## config.mk

```make
export PLATFORM = sky130hd
export DESIGN_NAME = mxint8_block_collector_flat
export DESIGN_NICKNAME = d
export VERILOG_FILES = /design/src/rtl/mxint8_block_collector_pkg.sv /design/src/rtl/mxint8_block_collector_if.sv /design/src/rtl/mxint8_block_buffer.sv /design/src/rtl/mxint8_block_collector.sv /design/src/flat_wrapper.sv
export SDC_FILE = /design/constraint.sdc
export NUM_CORES = 1
export LEC_CHECK = 0
export ABC_AREA = 1
export ABC_CLOCK_PERIOD_IN_PS = 13800
export CAP_MARGIN = 10
export CORE_MARGIN = 2
export CORE_UTILIZATION = 48
export DETAILED_ROUTE_END_ITERATION = 12
export PLACE_DENSITY = 0.77
export SETUP_SLACK_MARGIN = 0.2
export SYNTH_ARGS = -nofsm -noshare
export SYNTH_HDL_FRONTEND = slang
export SYNTH_SLANG_ARGS = --single-unit
```

## constraint.sdc

```tcl
create_clock -name i_clk -period 13.8 [get_ports i_clk]
set_clock_uncertainty 0.2 [all_clocks]
set_input_delay 4.14 -clock i_clk [delete_from_list [all_inputs] [get_ports i_clk]]
set_output_delay 4.14 -clock i_clk [all_outputs]
set_load 0.01 [all_outputs]
```

## src/rtl/mxint8_block_collector_pkg.sv

```systemverilog
// mxint8_block_collector_pkg
//   Shared constants and types for the MXINT8 block collector.
//   The element/scale widths and the default block size come from the
//   MXINT8 shared defines below. Each define is only set here if the
//   including build has not already set it.
//   Contents:
//     SCALE_WIDTH, ELEMENT_WIDTH, DEFAULT_BLOCK_SIZE  - widths and sizes
//     collector_state_t                              - collector FSM states
//     beat_index_width()                             - beat counter width

`ifndef SCALE_WIDTH
`define SCALE_WIDTH 8
`endif
`ifndef MXINT8_ELEMENT_WIDTH
`define MXINT8_ELEMENT_WIDTH 8
`endif
`ifndef BLOCK_SIZE
`define BLOCK_SIZE 32
`endif
// Reserved MXINT8 element code. The collector passes it through untouched.
`ifndef MXINT8_UNUSED_CODE
`define MXINT8_UNUSED_CODE 8'h80
`endif

package mxint8_block_collector_pkg;

    localparam int SCALE_WIDTH        = `SCALE_WIDTH;
    localparam int ELEMENT_WIDTH      = `MXINT8_ELEMENT_WIDTH;
    localparam int DEFAULT_BLOCK_SIZE = `BLOCK_SIZE;

    typedef enum logic [1:0] {
        ST_IDLE = 2'd0,
        ST_FILL = 2'd1,
        ST_FULL = 2'd2
    } collector_state_t;

    // The beat counter must be at least one bit wide, even when a block is
    // a single beat.
    function automatic int beat_index_width(input int beats);
        return (beats > 1) ? $clog2(beats) : 1;
    endfunction

endpackage

```

## src/rtl/mxint8_block_collector_if.sv

```systemverilog
// mxint8_block_collector_if
//   Groups the narrow input beat stream and the wide block output stream.
//   Input stream  : i_valid / o_ready, i_first, i_scale, i_elements (LANES)
//   Output stream : o_valid / i_ready, o_scale, o_mxint8_elements (BLOCK_SIZE)
//   Modports:
//     master - the environment, which drives beats and accepts blocks
//     slave  - the collector

interface mxint8_block_collector_if
    import mxint8_block_collector_pkg::*;
#(
    parameter int BLOCK_SIZE = DEFAULT_BLOCK_SIZE,
    parameter int LANES      = 4
) ();

    logic                                     i_valid;
    logic                                     o_ready;
    logic                                     i_first;
    logic [SCALE_WIDTH-1:0]                   i_scale;
    logic [LANES-1:0][ELEMENT_WIDTH-1:0]      i_elements;

    logic                                     o_valid;
    logic                                     i_ready;
    logic [SCALE_WIDTH-1:0]                   o_scale;
    logic [BLOCK_SIZE-1:0][ELEMENT_WIDTH-1:0] o_mxint8_elements;

    modport master (
        output i_valid, i_first, i_scale, i_elements, i_ready,
        input  o_ready, o_valid, o_scale, o_mxint8_elements
    );

    modport slave (
        input  i_valid, i_first, i_scale, i_elements, i_ready,
        output o_ready, o_valid, o_scale, o_mxint8_elements
    );

endinterface

```

## src/rtl/mxint8_block_buffer.sv

```systemverilog
// mxint8_block_buffer
//   Storage for one MXINT8 block: a scale register, BLOCK_SIZE element
//   registers written LANES at a time at a beat offset, and a full flag.
//   Ports:
//     i_clk, i_rst          clock, asynchronous active-high reset
//     wr_en, wr_beat        write wr_lanes into elements [wr_beat*LANES +: LANES]
//     wr_lanes              lane data for the write
//     scale_en, wr_scale    capture a new block scale
//     set_full, clr_full    mark the block complete / released (set wins)
//     scale, elements, full stored block and its full flag

module mxint8_block_buffer
    import mxint8_block_collector_pkg::*;
#(
    parameter  int BLOCK_SIZE = DEFAULT_BLOCK_SIZE,
    parameter  int LANES      = 4,
    localparam int BEATS      = BLOCK_SIZE / LANES,
    localparam int BW         = beat_index_width(BEATS)
) (
    input  logic                                     i_clk,
    input  logic                                     i_rst,
    input  logic                                     wr_en,
    input  logic [BW-1:0]                            wr_beat,
    input  logic [LANES-1:0][ELEMENT_WIDTH-1:0]      wr_lanes,
    input  logic                                     scale_en,
    input  logic [SCALE_WIDTH-1:0]                   wr_scale,
    input  logic                                     set_full,
    input  logic                                     clr_full,
    output logic [SCALE_WIDTH-1:0]                   scale,
    output logic [BLOCK_SIZE-1:0][ELEMENT_WIDTH-1:0] elements,
    output logic                                     full
);

    always_ff @(posedge i_clk or posedge i_rst) begin
        if (i_rst) begin
            scale    <= '0;
            elements <= '0;
            full     <= 1'b0;
        end else begin
            if (scale_en) begin
                scale <= wr_scale;
            end
            // Compare against every beat so each element index is a constant.
            if (wr_en) begin
                for (int b = 0; b < BEATS; b++) begin
                    if (wr_beat == BW'(b)) begin
                        for (int k = 0; k < LANES; k++) begin
                            elements[b*LANES + k] <= wr_lanes[k];
                        end
                    end
                end
            end
            // A buffer refilled in the cycle it is released ends up full again.
            if (set_full) begin
                full <= 1'b1;
            end else if (clr_full) begin
                full <= 1'b0;
            end
        end
    end

endmodule

```

## src/rtl/mxint8_block_collector.sv

```systemverilog
// mxint8_block_collector
//   Collects a narrow MXINT8 stream (LANES elements per beat, scale on the
//   first beat) into complete BLOCK_SIZE-element blocks. Each block is
//   presented in parallel on a valid/ready interface. The collector flags
//   framing errors and counts delivered blocks.
//   Ports:
//     i_clk, i_rst    clock, asynchronous active-high reset
//     bus (slave)     beat input stream and block output stream
//     o_sync_err      one-cycle pulse after a framing error
//     o_block_count   number of delivered blocks, wraps
//   Build option:
//     MXINT8_COLLECT_PINGPONG_EN - two buffers, filled alternately and
//     delivered in arrival order. This sustains one beat per cycle across
//     block boundaries. Without it the collector uses one buffer.
//
//   state   | meaning
//   --------+-----------------------------------------------
//   ST_IDLE | beat counter 0, waiting for a first beat
//   ST_FILL | 0 < counter < BEATS, block partially written
//   ST_FULL | block held for downstream (single-buffer build)

module mxint8_block_collector
    import mxint8_block_collector_pkg::*;
#(
    parameter int BLOCK_SIZE = DEFAULT_BLOCK_SIZE,
    parameter int LANES      = 4,
    parameter int CNT_WIDTH  = 16
) (
    input  logic                 i_clk,
    input  logic                 i_rst,
    mxint8_block_collector_if.slave bus,
    output logic                 o_sync_err,
    output logic [CNT_WIDTH-1:0] o_block_count
);

    localparam int BEATS = BLOCK_SIZE / LANES;
    localparam int BW    = beat_index_width(BEATS);
    localparam logic [BW-1:0] LAST_BEAT = BW'(BEATS - 1);

`ifdef MXINT8_COLLECT_PINGPONG_EN
    localparam int NBUF = 2;
    // Completed blocks live in the buffer full flags, so writing returns to idle.
    localparam collector_state_t DONE_STATE = ST_IDLE;
`else
    localparam int NBUF = 1;
    localparam collector_state_t DONE_STATE = ST_FULL;
`endif

    if (BLOCK_SIZE % LANES != 0) begin : g_bad_lanes
        $error("BLOCK_SIZE must be a multiple of LANES");
    end

    collector_state_t state, state_nxt;
    logic [BW-1:0]    cnt, cnt_nxt, wr_beat;
    logic             ready_en;
    logic             accept, deliver;
    logic             wr_en, scale_en, set_full, err_nxt;
    logic             wr_sel, rd_sel;

    logic [NBUF-1:0]                          buf_full;
    logic [SCALE_WIDTH-1:0]                   buf_scale [NBUF];
    logic [BLOCK_SIZE-1:0][ELEMENT_WIDTH-1:0] buf_elems [NBUF];

    assign accept  = bus.i_valid && bus.o_ready;
    assign deliver = bus.o_valid && bus.i_ready;

    assign bus.o_valid           = buf_full[rd_sel];
    assign bus.o_scale           = buf_scale[rd_sel];
    assign bus.o_mxint8_elements = buf_elems[rd_sel];

`ifdef MXINT8_COLLECT_PINGPONG_EN
    // The write target can be released and rewritten in the same cycle. This
    // is what removes the bubble between back-to-back blocks.
    assign bus.o_ready = ready_en && (!buf_full[wr_sel] || (deliver && (rd_sel == wr_sel)));

    always_ff @(posedge i_clk or posedge i_rst) begin
        if (i_rst) begin
            wr_sel <= 1'b0;
            rd_sel <= 1'b0;
        end else begin
            if (set_full) wr_sel <= ~wr_sel;
            if (deliver)  rd_sel <= ~rd_sel;
        end
    end
`else
    assign bus.o_ready = ready_en && (state != ST_FULL);
    assign wr_sel      = 1'b0;
    assign rd_sel      = 1'b0;
`endif

    always_ff @(posedge i_clk or posedge i_rst) begin
        if (i_rst) begin
            state         <= ST_IDLE;
            cnt           <= '0;
            ready_en      <= 1'b0;
            o_sync_err    <= 1'b0;
            o_block_count <= '0;
        end else begin
            state      <= state_nxt;
            cnt        <= cnt_nxt;
            ready_en   <= 1'b1;
            o_sync_err <= err_nxt;
            if (deliver) begin
                o_block_count <= o_block_count + CNT_WIDTH'(1);
            end
        end
    end

    always_comb begin
        state_nxt = state;
        cnt_nxt   = cnt;
        wr_en     = 1'b0;
        scale_en  = 1'b0;
        set_full  = 1'b0;
        err_nxt   = 1'b0;
        wr_beat   = bus.i_first ? '0 : cnt;
        case (state)
            ST_IDLE, ST_FILL: begin
                if (accept) begin
                    if (bus.i_first) begin
                        // A restart abandons the partial block. The new
                        // block's beats overwrite all of its stale lanes.
                        scale_en = 1'b1;
                        wr_en    = 1'b1;
                        err_nxt  = (cnt != '0);
                        if (BEATS == 1) begin
                            set_full  = 1'b1;
                            cnt_nxt   = '0;
                            state_nxt = DONE_STATE;
                        end else begin
                            cnt_nxt   = BW'(1);
                            state_nxt = ST_FILL;
                        end
                    end else if (cnt == '0) begin
                        err_nxt = 1'b1;
                    end else begin
                        wr_en = 1'b1;
                        if (cnt == LAST_BEAT) begin
                            set_full  = 1'b1;
                            cnt_nxt   = '0;
                            state_nxt = DONE_STATE;
                        end else begin
                            cnt_nxt   = cnt + BW'(1);
                            state_nxt = ST_FILL;
                        end
                    end
                end
            end
            ST_FULL: begin
                if (deliver) state_nxt = ST_IDLE;
            end
            default: state_nxt = ST_IDLE;
        endcase
    end

    for (genvar i = 0; i < NBUF; i++) begin : g_buf
        mxint8_block_buffer #(
            .BLOCK_SIZE (BLOCK_SIZE),
            .LANES      (LANES)
        ) u_buf (
            .i_clk    (i_clk),
            .i_rst    (i_rst),
            .wr_en    (wr_en && (wr_sel == 1'(i))),
            .wr_beat  (wr_beat),
            .wr_lanes (bus.i_elements),
            .scale_en (scale_en && (wr_sel == 1'(i))),
            .wr_scale (bus.i_scale),
            .set_full (set_full && (wr_sel == 1'(i))),
            .clr_full (deliver && (rd_sel == 1'(i))),
            .scale    (buf_scale[i]),
            .elements (buf_elems[i]),
            .full     (buf_full[i])
        );
    end

endmodule

```

## src/flat_wrapper.sv

```systemverilog
// flat-port wrapper written by rule: the top's interface ports become plain ports
module mxint8_block_collector_flat import mxint8_block_collector_pkg::*;
#(
    parameter int BLOCK_SIZE = DEFAULT_BLOCK_SIZE,
    parameter int LANES      = 4,
    parameter int CNT_WIDTH  = 16
)
  (i_clk, i_rst, o_sync_err, o_block_count, bus_i_valid, bus_i_first, bus_i_scale, bus_i_elements, bus_i_ready, bus_o_ready, bus_o_valid, bus_o_scale, bus_o_mxint8_elements);
  mxint8_block_collector_if #(.BLOCK_SIZE(BLOCK_SIZE), .LANES(LANES)) bus_i ();
  input  logic i_clk;
  input  logic i_rst;
  output logic o_sync_err;
  output logic [CNT_WIDTH-1:0] o_block_count;
  input wire logic [$bits(bus_i.i_valid)-1:0] bus_i_valid;
  input wire logic [$bits(bus_i.i_first)-1:0] bus_i_first;
  input wire logic [$bits(bus_i.i_scale)-1:0] bus_i_scale;
  input wire logic [$bits(bus_i.i_elements)-1:0] bus_i_elements;
  input wire logic [$bits(bus_i.i_ready)-1:0] bus_i_ready;
  output wire logic [$bits(bus_i.o_ready)-1:0] bus_o_ready;
  output wire logic [$bits(bus_i.o_valid)-1:0] bus_o_valid;
  output wire logic [$bits(bus_i.o_scale)-1:0] bus_o_scale;
  output wire logic [$bits(bus_i.o_mxint8_elements)-1:0] bus_o_mxint8_elements;
  assign bus_i.i_valid = bus_i_valid;
  assign bus_i.i_first = bus_i_first;
  assign bus_i.i_scale = bus_i_scale;
  assign bus_i.i_elements = bus_i_elements;
  assign bus_i.i_ready = bus_i_ready;
  assign bus_o_ready = bus_i.o_ready;
  assign bus_o_valid = bus_i.o_valid;
  assign bus_o_scale = bus_i.o_scale;
  assign bus_o_mxint8_elements = bus_i.o_mxint8_elements;
  mxint8_block_collector #(.BLOCK_SIZE(BLOCK_SIZE), .LANES(LANES), .CNT_WIDTH(CNT_WIDTH)) u_core (.i_clk(i_clk), .i_rst(i_rst), .bus(bus_i), .o_sync_err(o_sync_err), .o_block_count(o_block_count));
endmodule
```

== Yosys cells after proc, flatten, opt, wreduce, memory -nomap -nowiden ==
Index checks and enable logic that the tools add are counted.

* Register bits after elaboration: 288
* Logic and storage cells: 103
* Input port bits: 45
* Output and inout bits: 283

* Eq/ne operators: 15
* Add/subtract/negate cells: 2
* Reductions and logical operators: 19
* Muxes and demuxes: 28

{| class="wikitable"
|+ Operator list
! kind !! number
|-
| $mux W1 || 18
|-
| $add A16 B1 Y16 const B || 1
|-
| $reduce_and A2 Y1 || 8
|-
| $eq A3 B3 Y1 const B || 5
|-
| $mux W3 || 4
|-
| $mux W2 || 5
|-
| $eq A3 B2 Y1 const B || 2
|-
| $logic_not A3 Y1 || 2
|-
| $reduce_and A3 Y1 || 2
|-
| $ne A2 B1 Y1 const B || 2
|-
| $ne A2 B2 Y1 const B || 2
|-
| $pmux W2 S2 || 1
|-
| $add A3 B1 Y3 const B || 1
|-
| $eq A3 B1 Y1 const B || 1
|-
| $logic_and A1 B1 Y1 || 3
|-
| $ne A3 B3 Y1 const B || 1
|-
| $reduce_bool A3 Y1 || 1
|-
| $eq A2 B1 Y1 const B || 1
|-
| $eq A2 B2 Y1 const B || 1
|-
| $logic_not A2 Y1 || 1
|-
| $reduce_bool A2 Y1 || 1
|-
| $reduce_or A2 Y1 || 1
|}

== Depth between registers and ports, before layout ==
Gate-level depths: netlist (run 1).

* Depth after elaboration: 7
* Mapped depth: 11

== Modules after synthesis ==
From an unflattened synthesis (run 1), not the netlist that was laid out.

* Cell total of the unflattened synthesis: 1339
* Area, all modules: 11607.4 µm²

{| class="wikitable"
|+ Modules (own cells, without submodules)
! module !! times used !! area each (µm²) !! seq. area each (µm²) !! cells an instance
|-
| mxint8_block_buffer || 1 || 10302.4 || 6631.4 || 1182
|-
| mxint8_block_collector || 1 || 1305.0 || 575.6 || 157
|}

== Worst setup path after synthesis (run 1) ==
OpenSTA, ideal clock, no wires.

* Path kind: input to register
* Start: input port bus_i_first
* End: register u_core.g_buf[0].u_buf.elements[192] (netlist bit)
* Slack: 8.374 ns
* Stages on the path: 8
* Setup time: 0.117 ns
* Arrival time: 5.110 ns
* Path through: inv_2 ha_1 nor2_4 buf_4 nand2_1 buf_2 nand2_1 nand2_1

* Word-level cells in the longest chain between the ends: 4
* Elaborated cells between the ends (all ways): 6

{| class="wikitable"
|+ RTL lines
! item !! line !! source
|-
| start, declared || flat_wrapper.sv:15 || <nowiki>input wire logic [$bits(bus_i.i_first)-1:0] bus_i_first;</nowiki>
|-
| $mux W1 || mxint8_block_collector.sv:120 || <nowiki>if (bus.i_first) begin</nowiki>
|-
| $mux W1 || mxint8_block_collector.sv:119 || <nowiki>if (accept) begin</nowiki>
|-
| $mux W1 || mxint8_block_collector.sv:117 || <nowiki>case (state)</nowiki>
|-
| $reduce_and A2 Y1 (no line) (*) || n/a ||
|-
| end signal, assigned by index || mxint8_block_buffer.sv:48 || <nowiki>elements[b*LANES + k] <= wr_lanes[k];</nowiki>
|-
| end, declared || mxint8_block_buffer.sv:30 || <nowiki>output logic [BLOCK_SIZE-1:0][ELEMENT_WIDTH-1:0] elements,</nowiki>
|}

Every way passes the cells marked *; elsewhere a longest branch is shown, timed or not.
A chain may end at the register's enable or synchronous reset.

== Worst setup path in the final report (run 1) ==
* Start: input port bus_i_first
* End: register u_core.g_buf[0].u_buf.elements[54] (netlist bit)

Same word-level chain as after synthesis.

==> impl_metrics.json, run 1 <==
{
  "first_global_vias": 10300,
  "finalSetupViolCount": 0,
  "antenna_cells": 0,
  "synth.distinct_cells": 28,
  "ctsHtreeMaxLevel": 1,
  "cap_violations": 0,
  "grt_pass1_wl_um": 57600,
  "drc_errors": 0,
  "hpwl_um": 24400,
  "post_drt_wl_per_cell_um": 18.9,
  "numCtsBuffers": 29,
  "cp_num_buf_inv": 4,
  "numClockSinks": 288,
  "io_pins": 328,
  "yosys_warnings": 0,
  "portBuffers": 327,
  "gp_congestion": 0.820,
  "fmax_ghz": 0.123,
  "crit_path_frequent_cell": "nand2_1",
  "clock_tree.buffer_depth": 3,
  "cts-root-buf": "clkbuf_16",
  "drive_gt1_frac": 0.0519,
  "status": "complete, no violations",
  "cp.arrival_ns": 8.32,
  "syn_avg_cell_area_um2": 8.86,
  "fp.dieW_um": 161,
  "power_leakage_nw": 8.15,
  "cts_setup_buffers": 0,
  "antenna_found_initial": 0,
  "finalCritPeriodShare": 0.587,
  "grt-ovfl-total": 0,
  "synth.top_cell.area_share": 0.609,
  "post_cts_resized": 0,
  "path_cells": "clkdlybuf4s50_1 -> inv_2 -> ha_1 -> nor2_4 -> buf_4 -> buf_4 -> nand2_1 -> nand2_1 -> nand2_1",
  "grt_util_all_layers": 0.280,
  "die-area_mm2": 0.0259,
  "clk_latency_ns": 0.53,
  "slew_viol_final": 0,
  "hp-class": "reg -> reg",
  "start_util": 0.488,
  "synthTopCellsByCount": "566 x nand2_1, 288 x dfrtp_1, 270 x nand3_1",
  "end_kind": "register",
  "synthFlopType": "dfrtp_1",
  "synth.net_count": 1386,
  "die_y_um": 161,
  "num_rows": 57,
  "cts_tree": "yes",
  "netlist_area_mm2": 0.0118,
  "setup_tns_ns": 0,
  "fin_nets": 1646,
  "synthCells": 1336,
  "synth.most_common_cell": "nand2_1",
  "worst_path_max_delay_cell": "nand2_1",
  "nFillCells": 1961,
  "grt_start_max_net_pins": 110,
  "ir_worst_vdd_mv": 0.0926,
  "worstPathMaxFanout": 109,
  "syn_to_final_growth_pct": 35.8,
  "seq_area_frac_synth": 0.609,
  "cts.reportedPaths.clkPinSlew_ns": 0.06,
  "cts_hold_buf": 0,
  "postRouteAntennaNets": 0,
  "cp_top_family": "buffers and inverters",
  "synth_edf_count": 0,
  "slowest_delay_ns": 1.00,
  "slew_headroom": 0.251,
  "vias": 10300,
  "tightest_slew_ns": 1.12,
  "synth_area_leaders": "dfrtp_1 61%, nand2_1 18%, nand3_1 11%",
  "drt-pass1-iter-count": 5,
  "p_total_mw": 3.18,
  "hold_violations": 0,
  "drt_iter0_drc": 909,
  "synthArstFlopShare": 1.00,
  "synth_top_area_cell": "dfrtp_1",
  "cp.required_ns": 14.01,
  "p_per_area_mw_per_mm2": 198,
  "rsz0062_at_grt": "no",
  "fin_crit_ns": 8.10,
  "crit_type": "in -> reg",
  "avgViaCountPerCell": 5.33,
  "core_area_mm2": 0.0242,
  "ys_ff_latch": 288,
  "wirelength_um": 36700,
  "startpoint_type": "primary input"
}
-- worst reg2reg max path: cells and delay by family, from the launching register on --
family	cells	cell delay, ns
adders and majority gates	2	0.43
buffers and inverters	4	1.92
DFF	1	0.45
and+or+nand+nor	5	1.55
-- state kept, by name, summed over array words and instances (netlist names) --
name / count
u_core.g_buf.u_buf.scale: 8
u_core.g_buf.u_buf.full: 1
u_core.ready_en: 1
u_core.g_buf.u_buf.elements: 256
u_core.cnt: 3
u_core.o_sync_err: 1
u_core.o_block_count: 16
u_core.state: 2
-- routing by layer --
metal	GRT usage	part of all wire	wire length [um]	up-vias
met5	0	0	0	-
met4	0.0958	0.036	1320	0
met3	0.0583	0.084	3100	86
met2	0.459	0.47	17200	486
met1	0.376	0.41	15100	5019
li1	-	-	-	4749
-- cell usage in the layout (no fill, tap or decap), types with 4 or more instances in the layout --
cell / count
nor3_1: 4
clkdlybuf4s50_1: 327
o21ai_0: 12
nand2_2: 5
clkinv_2: 5
clkbuf_16: 29
nand3_1: 270
nor2_4: 8
clkbuf_8: 9
buf_4: 13
inv_1: 28
inv_2: 4
nor2_1: 16
xnor2_1: 5
dfrtp_1: 288
nand2_1: 566
ha_1: 5
-- final cells by class --
class,count,area [um2],area share
flip-flops and latches,288,7210,0.448
clock inverters,11,138,0.00856
multi-input cells,904,3960,0.246
repair buffers,340,3370,0.210
well taps,324,405,0.0252
clock buffers,41,861,0.0536
inverters,33,131,0.00818
-- final timing paths --
kind | startpoint | endpoint | slack (ns) | cells after the start
worst min-delay path | u_core.g_buf[0].u_buf.elements[2] | u_core.g_buf[0].u_buf.elements[2] | 0.27 | 2
max in group asynchronous | i_rst | u_core.g_buf[0].u_buf.elements[149] | 7.19 | 4
worst max register to register | u_core.cnt[1] | u_core.g_buf[0].u_buf.elements[54] | 9.13 | 11
worst min register to register | u_core.g_buf[0].u_buf.elements[2] | u_core.g_buf[0].u_buf.elements[2] | 0.27 | 2
min in group asynchronous | i_rst | u_core.g_buf[0].u_buf.elements[78] | 3.91 | 2
worst max-delay path | bus_i_first | u_core.g_buf[0].u_buf.elements[54] | 5.70 | 9
-- stage by stage --
stage	setup slack (ns)	instance area, um2	hold WS, ns	std cells	utilization
5_1_grt	5.41	16100	0.292	1941	0.663
2_1_floorplan	1.51	11800	0.306	1336	-
3_5_place_dp	5.22	15100	0.257	1889	0.622
3_3_place_gp	5.28	15100	0.253	1889	0.622
6_report	5.70	16100	0.268	1941	0.663
4_1_cts	5.78	16100	0.273	1941	0.663
-- power breakdown --
group	internal [mW]	leakage [nW]	switching (mW)
clock	0.488	0.488	0.326
sequential	1.10	3.85	0.178
combinational	0.549	3.81	0.533
-- kinds of logic after synthesis --
logic type | after synthesis | share of synthesized area
flip-flops | 288 | 0.609
buffers and inverters | 144 | 0.0573
other | 1 | 0.000317
AND/OR/NAND/NOR | 875 | 0.314
XOR/XNOR | 8 | 0.00592
adder cells (fa/ha/maj) | 5 | 0.00529
AO/OA/AOI/OAI | 15 | 0.00793
(Power assumes the default switching activity.)
==> inputs of run 2 (changes only) <==
Settings changed: ABC_CLOCK_PERIOD_IN_PS 13800 to 6800, CORE_UTILIZATION 48 to 44, PLACE_DENSITY 0.77 to 0.74.
Clock period 13.8 ns to 6.8 ns, I/O delays scaled along.
==> run 2 against run 1 <==
- via count shrank 1.1%
- final cell count grew 1.1%
- routed wire length grew 0.62%
- critical path depth shrank 2
- worst hold slack gained 0.00062 ns
- register-to-register slack lost 5.9 ns
- non-clock buffer count grew 1
- sequential power grew 99%
- flip-flop and latch count is the same
- worst setup slack lost 3.8 ns
==> impl_metrics.json, run 2 (synthesized netlist as in run 1, its figures left out) <==
{
  "dp_slack_ns": 1.19,
  "r2r_slack_ns": 3.22,
  "fin_area_mm2": 0.0162,
  "grt_util_all_layers": 0.260,
  "post_cts_resized": 0,
  "die-area_mm2": 0.0282,
  "path_cells": "clkdlybuf4s50_1 -> inv_2 -> ha_1 -> nor2_4 -> nand2_1 -> nand2_1 -> nand2_1",
  "min_to": "u_core.g_buf[0].u_buf.elements[5]",
  "antenna_cells": 0,
  "finalCritPeriodShare": 0.723,
  "grt_start_max_net_pins": 169,
  "crit_path_frequent_cell": "nand2_1",
  "power_leakage_nw": 8.22,
  "rsz0062_at_grt": "no",
  "fin_nets": 1648,
  "fmax_ghz": 0.203,
  "fp.dieW_um": 168,
  "largest_reg_flops": 256,
  "io_pins": 328,
  "hold_violations": 0,
  "grt_pass1_wl_um": 57500,
  "worst_path_max_delay_cell": "nand2_1",
  "cp.required_ns": 7.02,
  "tightest_slew_ns": 1.10,
  "cts_setup_buffers": 0,
  "first_global_vias": 9957,
  "drc_errors": 0,
  "drt-pass1-iter-count": 7,
  "core_area_mm2": 0.0267,
  "p_per_area_mw_per_mm2": 406,
  "wirelength_um": 36900,
  "end_kind": "register",
  "multi_input_area_mm2": 0.00396,
  "r2r.worst_path.cells": 9,
  "grt-ovfl-total": 0,
  "cts-root-buf": "clkbuf_16",
  "hp-class": "reg -> reg",
  "layout_commonest_cell": "nand2_1",
  "fin_cells": 1963,
  "status": "complete, no violations",
  "setup_ws_ns": 1.88,
  "holdPathStages": 2,
  "antenna_found_initial": 0,
  "slew_viol_final": 0,
  "avgViaCountPerCell": 5.21,
  "cap_violations": 0,
  "cts_hold_buf": 0,
  "dpl_cell_area_mm2": 0.0151,
  "worstPathMaxFanout": 44,
  "nFillCells": 2237,
  "slew_headroom": 0.264,
  "post_drt_wl_per_cell_um": 18.8,
  "most-common-layout-cells": "566 x nand2_1, 327 x clkdlybuf4s50_1, 288 x dfrtp_1, 270 x nand3_1, 31 x clkbuf_16",
  "setup_tns_ns": 0,
  "dp_cells": 1906,
  "die_y_um": 168,
  "worst_r2r_endpoint": "u_core.g_buf[0].u_buf.elements[54]",
  "r2r_start": "u_core.cnt[1]",
  "num_rows": 60,
  "cts_tree": "yes",
  "slowest_delay_ns": 0.95,
  "hpwl_um": 24200,
  "crit_type": "in -> reg",
  "regArea_mm2": 0.00721,
  "finalSetupViolCount": 0,
  "clk_latency_ns": 0.55,
  "fin_crit_ns": 4.92,
  "regMostFlops": "u_core.g_buf.u_buf.elements",
  "postRouteAntennaNets": 0,
  "clock_tree.buffer_depth": 3,
  "numCtsBuffers": 30,
  "cp.arrival_ns": 5.14,
  "portBuffers": 327,
  "ctsHtreeMaxLevel": 1,
  "startpoint_type": "primary input",
  "ir_worst_vdd_mv": 0.201,
  "cts.reportedPaths.clkPinSlew_ns": 0.06,
  "largest_registers": "u_core.g_buf.u_buf.elements x256, u_core.o_block_count x16, u_core.g_buf.u_buf.scale x8",
  "start_util": 0.444,
  "min_from": "u_core.g_buf[0].u_buf.elements[5]",
  "gp_congestion": 0.836,
  "drive_gt1_frac": 0.0543,
  "numClockSinks": 288,
  "drt_iter0_drc": 1073,
  "vias": 10200,
  "syn_to_final_growth_pct": 37.3
}
==> run 2: cell types whose count changed in the layout (fill, tap and decap cells not counted), moves of 2 or more <==
cell / before / now
bufinv_16: 3 / 6
clkbuf_8: 9 / 5
buf_12: 0 / 2
clkbuf_16: 29 / 31
buf_4: 13 / 11
==> run 2: layer usage <==
metal | global-route usage | routed length [um]
met5 | 0 | 0
met4 | 0.0877 | 1210
met1 | 0.343 | 15000
met3 | 0.0630 | 3040
met2 | 0.426 | 17600
==> run 2: per-stage QoR <==
stage,hold WS [ns],power [mW],util
after floorplan,0.306,3.45,-
after global placement,0.252,4.76,0.567
after detailed placement,0.257,4.82,0.567
after CTS,0.272,6.63,0.608
after global routing,0.287,6.94,0.609
final,0.269,6.60,0.609
==> run 2: worst max path at each step <==
stage                           start                             endpoint  cells after the start
final                     bus_i_first   u_core.g_buf[0].u_buf.elements[54]                      7
after global routing      bus_i_first   u_core.g_buf[0].u_buf.elements[48]                      7
after CTS                 bus_i_first  u_core.g_buf[0].u_buf.elements[125]                      7
after detailed placement  bus_i_first  u_core.g_buf[0].u_buf.elements[101]                      7
after global placement    bus_i_first  u_core.g_buf[0].u_buf.elements[124]                      7
after floorplan                 i_rst                        u_core.cnt[0]                      1
==> run 2: worst max-delay path: cells and delay by family <==
kind          cells  cell delay [ns]
simple gates      4             2.06
buf+inv           2             0.74
fa+ha+maj         1             0.26
==> run 2: power breakdown <==
part	total (mW)	internal, mW	switching (mW)
Sequential	2.55	2.24	0.315
Combinational	2.24	1.12	1.12
Clock	1.80	1.11	0.690
==> run 2: layout make-up <==
type	count	area share
flip-flops and latches	288	0.444
multi-input cells	904	0.244
repair buffers	341	0.211
clock buffers	40	0.0529
well taps	341	0.0263
clock inverters	16	0.0149
inverters	33	0.00786
==> inputs of run 3 (changes only) <==
Settings changed: ABC_CLOCK_PERIOD_IN_PS 6800 to 4050.
Clock period 6.8 ns to 4.05 ns, I/O delays scaled along.
==> run 3 against run 2 <==
- die area unchanged
- critical path depth unchanged
- largest power group unchanged
- non-clock buffer count up 20
- global-route usage up 0.12 points
- first-iteration DRC count down 2.3%
- routed wire length up 0.84%
==> impl_metrics.json, run 3 (synthesized netlist as in run 1, its figures left out) <==
{
  "power_frac_seq": 0.400,
  "slowest_delay_ns": 0.60,
  "cp.required_ns": 4.27,
  "fin_area_mm2": 0.0163,
  "status": "complete, no violations",
  "fp.dieW_um": 168,
  "postRouteAntennaNets": 0,
  "most-common-layout-cells": "566 x nand2_1, 327 x clkdlybuf4s50_1, 288 x dfrtp_1, 270 x nand3_1, 31 x clkbuf_16",
  "antenna_found_initial": 0,
  "cts_tree": "yes",
  "drive_gt1_frac": 0.0622,
  "grt_pass1_wl_um": 58200,
  "worst_r2r_endpoint": "u_core.g_buf[0].u_buf.elements[13]",
  "holdPathStages": 2,
  "largest_registers": "u_core.g_buf.u_buf.elements x256, u_core.o_block_count x16, u_core.g_buf.u_buf.scale x8",
  "power_leakage_nw": 8.26,
  "fin_nets": 1668,
  "startpoint_type": "primary input",
  "drt-pass1-iter-count": 5,
  "r2r_start": "u_core.cnt[1]",
  "cp.arrival_ns": 3.39,
  "largest_reg_flops": 256,
  "p_clk_frac": 0.249,
  "rsz0062_at_grt": "no",
  "drc_errors": 0,
  "tightest_slew_ns": 0.779,
  "r2r.worst_path.cells": 9,
  "whs_ns": 0.268,
  "io_pins": 328,
  "regMostFlops": "u_core.g_buf.u_buf.elements",
  "cap_violations": 0,
  "r2r_slack_ns": 1.44,
  "worstPathMaxFanout": 32,
  "die_y_um": 168,
  "syn_to_final_growth_pct": 37.6,
  "slew_viol_final": 0,
  "antenna_cells": 0,
  "hpwl_um": 25200,
  "ctsHtreeMaxLevel": 1,
  "finalCritPeriodShare": 0.783,
  "crit_path_frequent_cell": "nand2_1",
  "min_to": "u_core.g_buf[0].u_buf.elements[8]",
  "vias": 10400,
  "post_drt_wl_per_cell_um": 18.8,
  "comb_power_share": 0.350,
  "cts-root-buf": "clkbuf_16",
  "start_util": 0.444,
  "cts.reportedPaths.clkPinSlew_ns": 0.06,
  "ir_worst_vdd_mv": 0.369,
  "finalSetupViolCount": 0,
  "nFillCells": 2251,
  "numCtsBuffers": 30,
  "switchingPower_mw": 3.55,
  "cp_top_family": "simple AND/OR/NAND/NOR gates",
  "grt-ovfl-total": 0,
  "post_cts_resized": 0,
  "utilization": 0.611,
  "layout_commonest_cell": "nand2_1",
  "grt_start_max_net_pins": 110,
  "avgViaCountPerCell": 5.27,
  "clk_latency_ns": 0.55,
  "core_area_mm2": 0.0267,
  "path_cells": "clkdlybuf4s50_1 -> inv_2 -> ha_1 -> nor2_4 -> nand2_2 -> nand2_1 -> nand2_1",
  "die-area_mm2": 0.0282,
  "gp_congestion": 0.821,
  "slew_headroom": 0.479,
  "wirelength_um": 37200,
  "fin_crit_ns": 3.17,
  "dpl_cell_area_mm2": 0.0153,
  "min_from": "u_core.g_buf[0].u_buf.elements[8]",
  "switching_share": 0.329,
  "end_kind": "register",
  "cts_setup_buffers": 0,
  "p_per_area_mw_per_mm2": 662,
  "cp_num_buf_inv": 2,
  "num_rows": 60,
  "setup_tns_ns": 0,
  "portBuffers": 327,
  "internal-power_mw": 7.24,
  "first_global_vias": 10200,
  "drt_iter0_drc": 1048,
  "worst_path_max_delay_cell": "clkdlybuf4s50_1",
  "crit_type": "in -> reg",
  "hold_violations": 0,
  "p_total_mw": 10.8,
  "numClockSinks": 288,
  "clock_tree.buffer_depth": 3,
  "grt_util_all_layers": 0.262,
  "fmax_ghz": 0.315,
  "cts_hold_buf": 0,
  "hp-class": "reg -> reg"
}
-- run 3: worst max path at each step --
stage                               start                                 end  slack, ns  cells past startpoint
after floorplan                     i_rst                       u_core.cnt[0]      -1.18                      1
after global placement        bus_i_first  u_core.g_buf[0].u_buf.elements[14]       0.44                      7
after detailed placement      bus_i_first   u_core.g_buf[0].u_buf.elements[6]       0.35                      7
after CTS                 u_core.state[1]                         bus_o_ready       0.89                      3
after global routing          bus_i_first  u_core.g_buf[0].u_buf.elements[13]       0.74                      7
final                         bus_i_first  u_core.g_buf[0].u_buf.elements[13]       0.88                      7
-- run 3: routing by layer --
metal	part of all wire	track usage	vias up
met3	0.086	0.0632	74
met1	0.41	0.350	5069
met5	0	0	-
met2	0.47	0.424	507
met4	0.029	0.0824	0
li1	-	-	4790
-- run 3: final cells by class --
cell class | instances | area [um2] | area share
well taps | 341 | 427 | 0.0262
inverters | 33 | 128 | 0.00784
repair buffers | 361 | 3600 | 0.221
multi-input cells | 904 | 3960 | 0.243
flip-flops and latches | 288 | 7210 | 0.443
clock buffers | 45 | 888 | 0.0546
clock inverters | 9 | 72.6 | 0.00446
-- run 3: power by group through the flow --
stage	logic [mW]	registers, mW	clock network [mW]
detailed placement	3.80	4.35	0
floorplan	1.12	4.67	0
global placement	3.72	4.33	0
global route	4.07	4.42	2.85
finish	3.78	4.32	2.69
CTS	3.81	4.31	2.73
-- run 3: per-stage QoR --
step | worst slack (ns) | std cells
CTS | 0.888 | 1981
finish | 0.878 | 1981
global route | 0.737 | 1981
detailed placement | 0.345 | 1927
global placement | 0.437 | 1927
floorplan | -1.18 | 1336
-- run 3: worst min-delay path, cell delays in order, from the launching register on --
cell	delay, ns
dfrtp_1	0.34
nand2_1	0.05
nand2_1	0.05
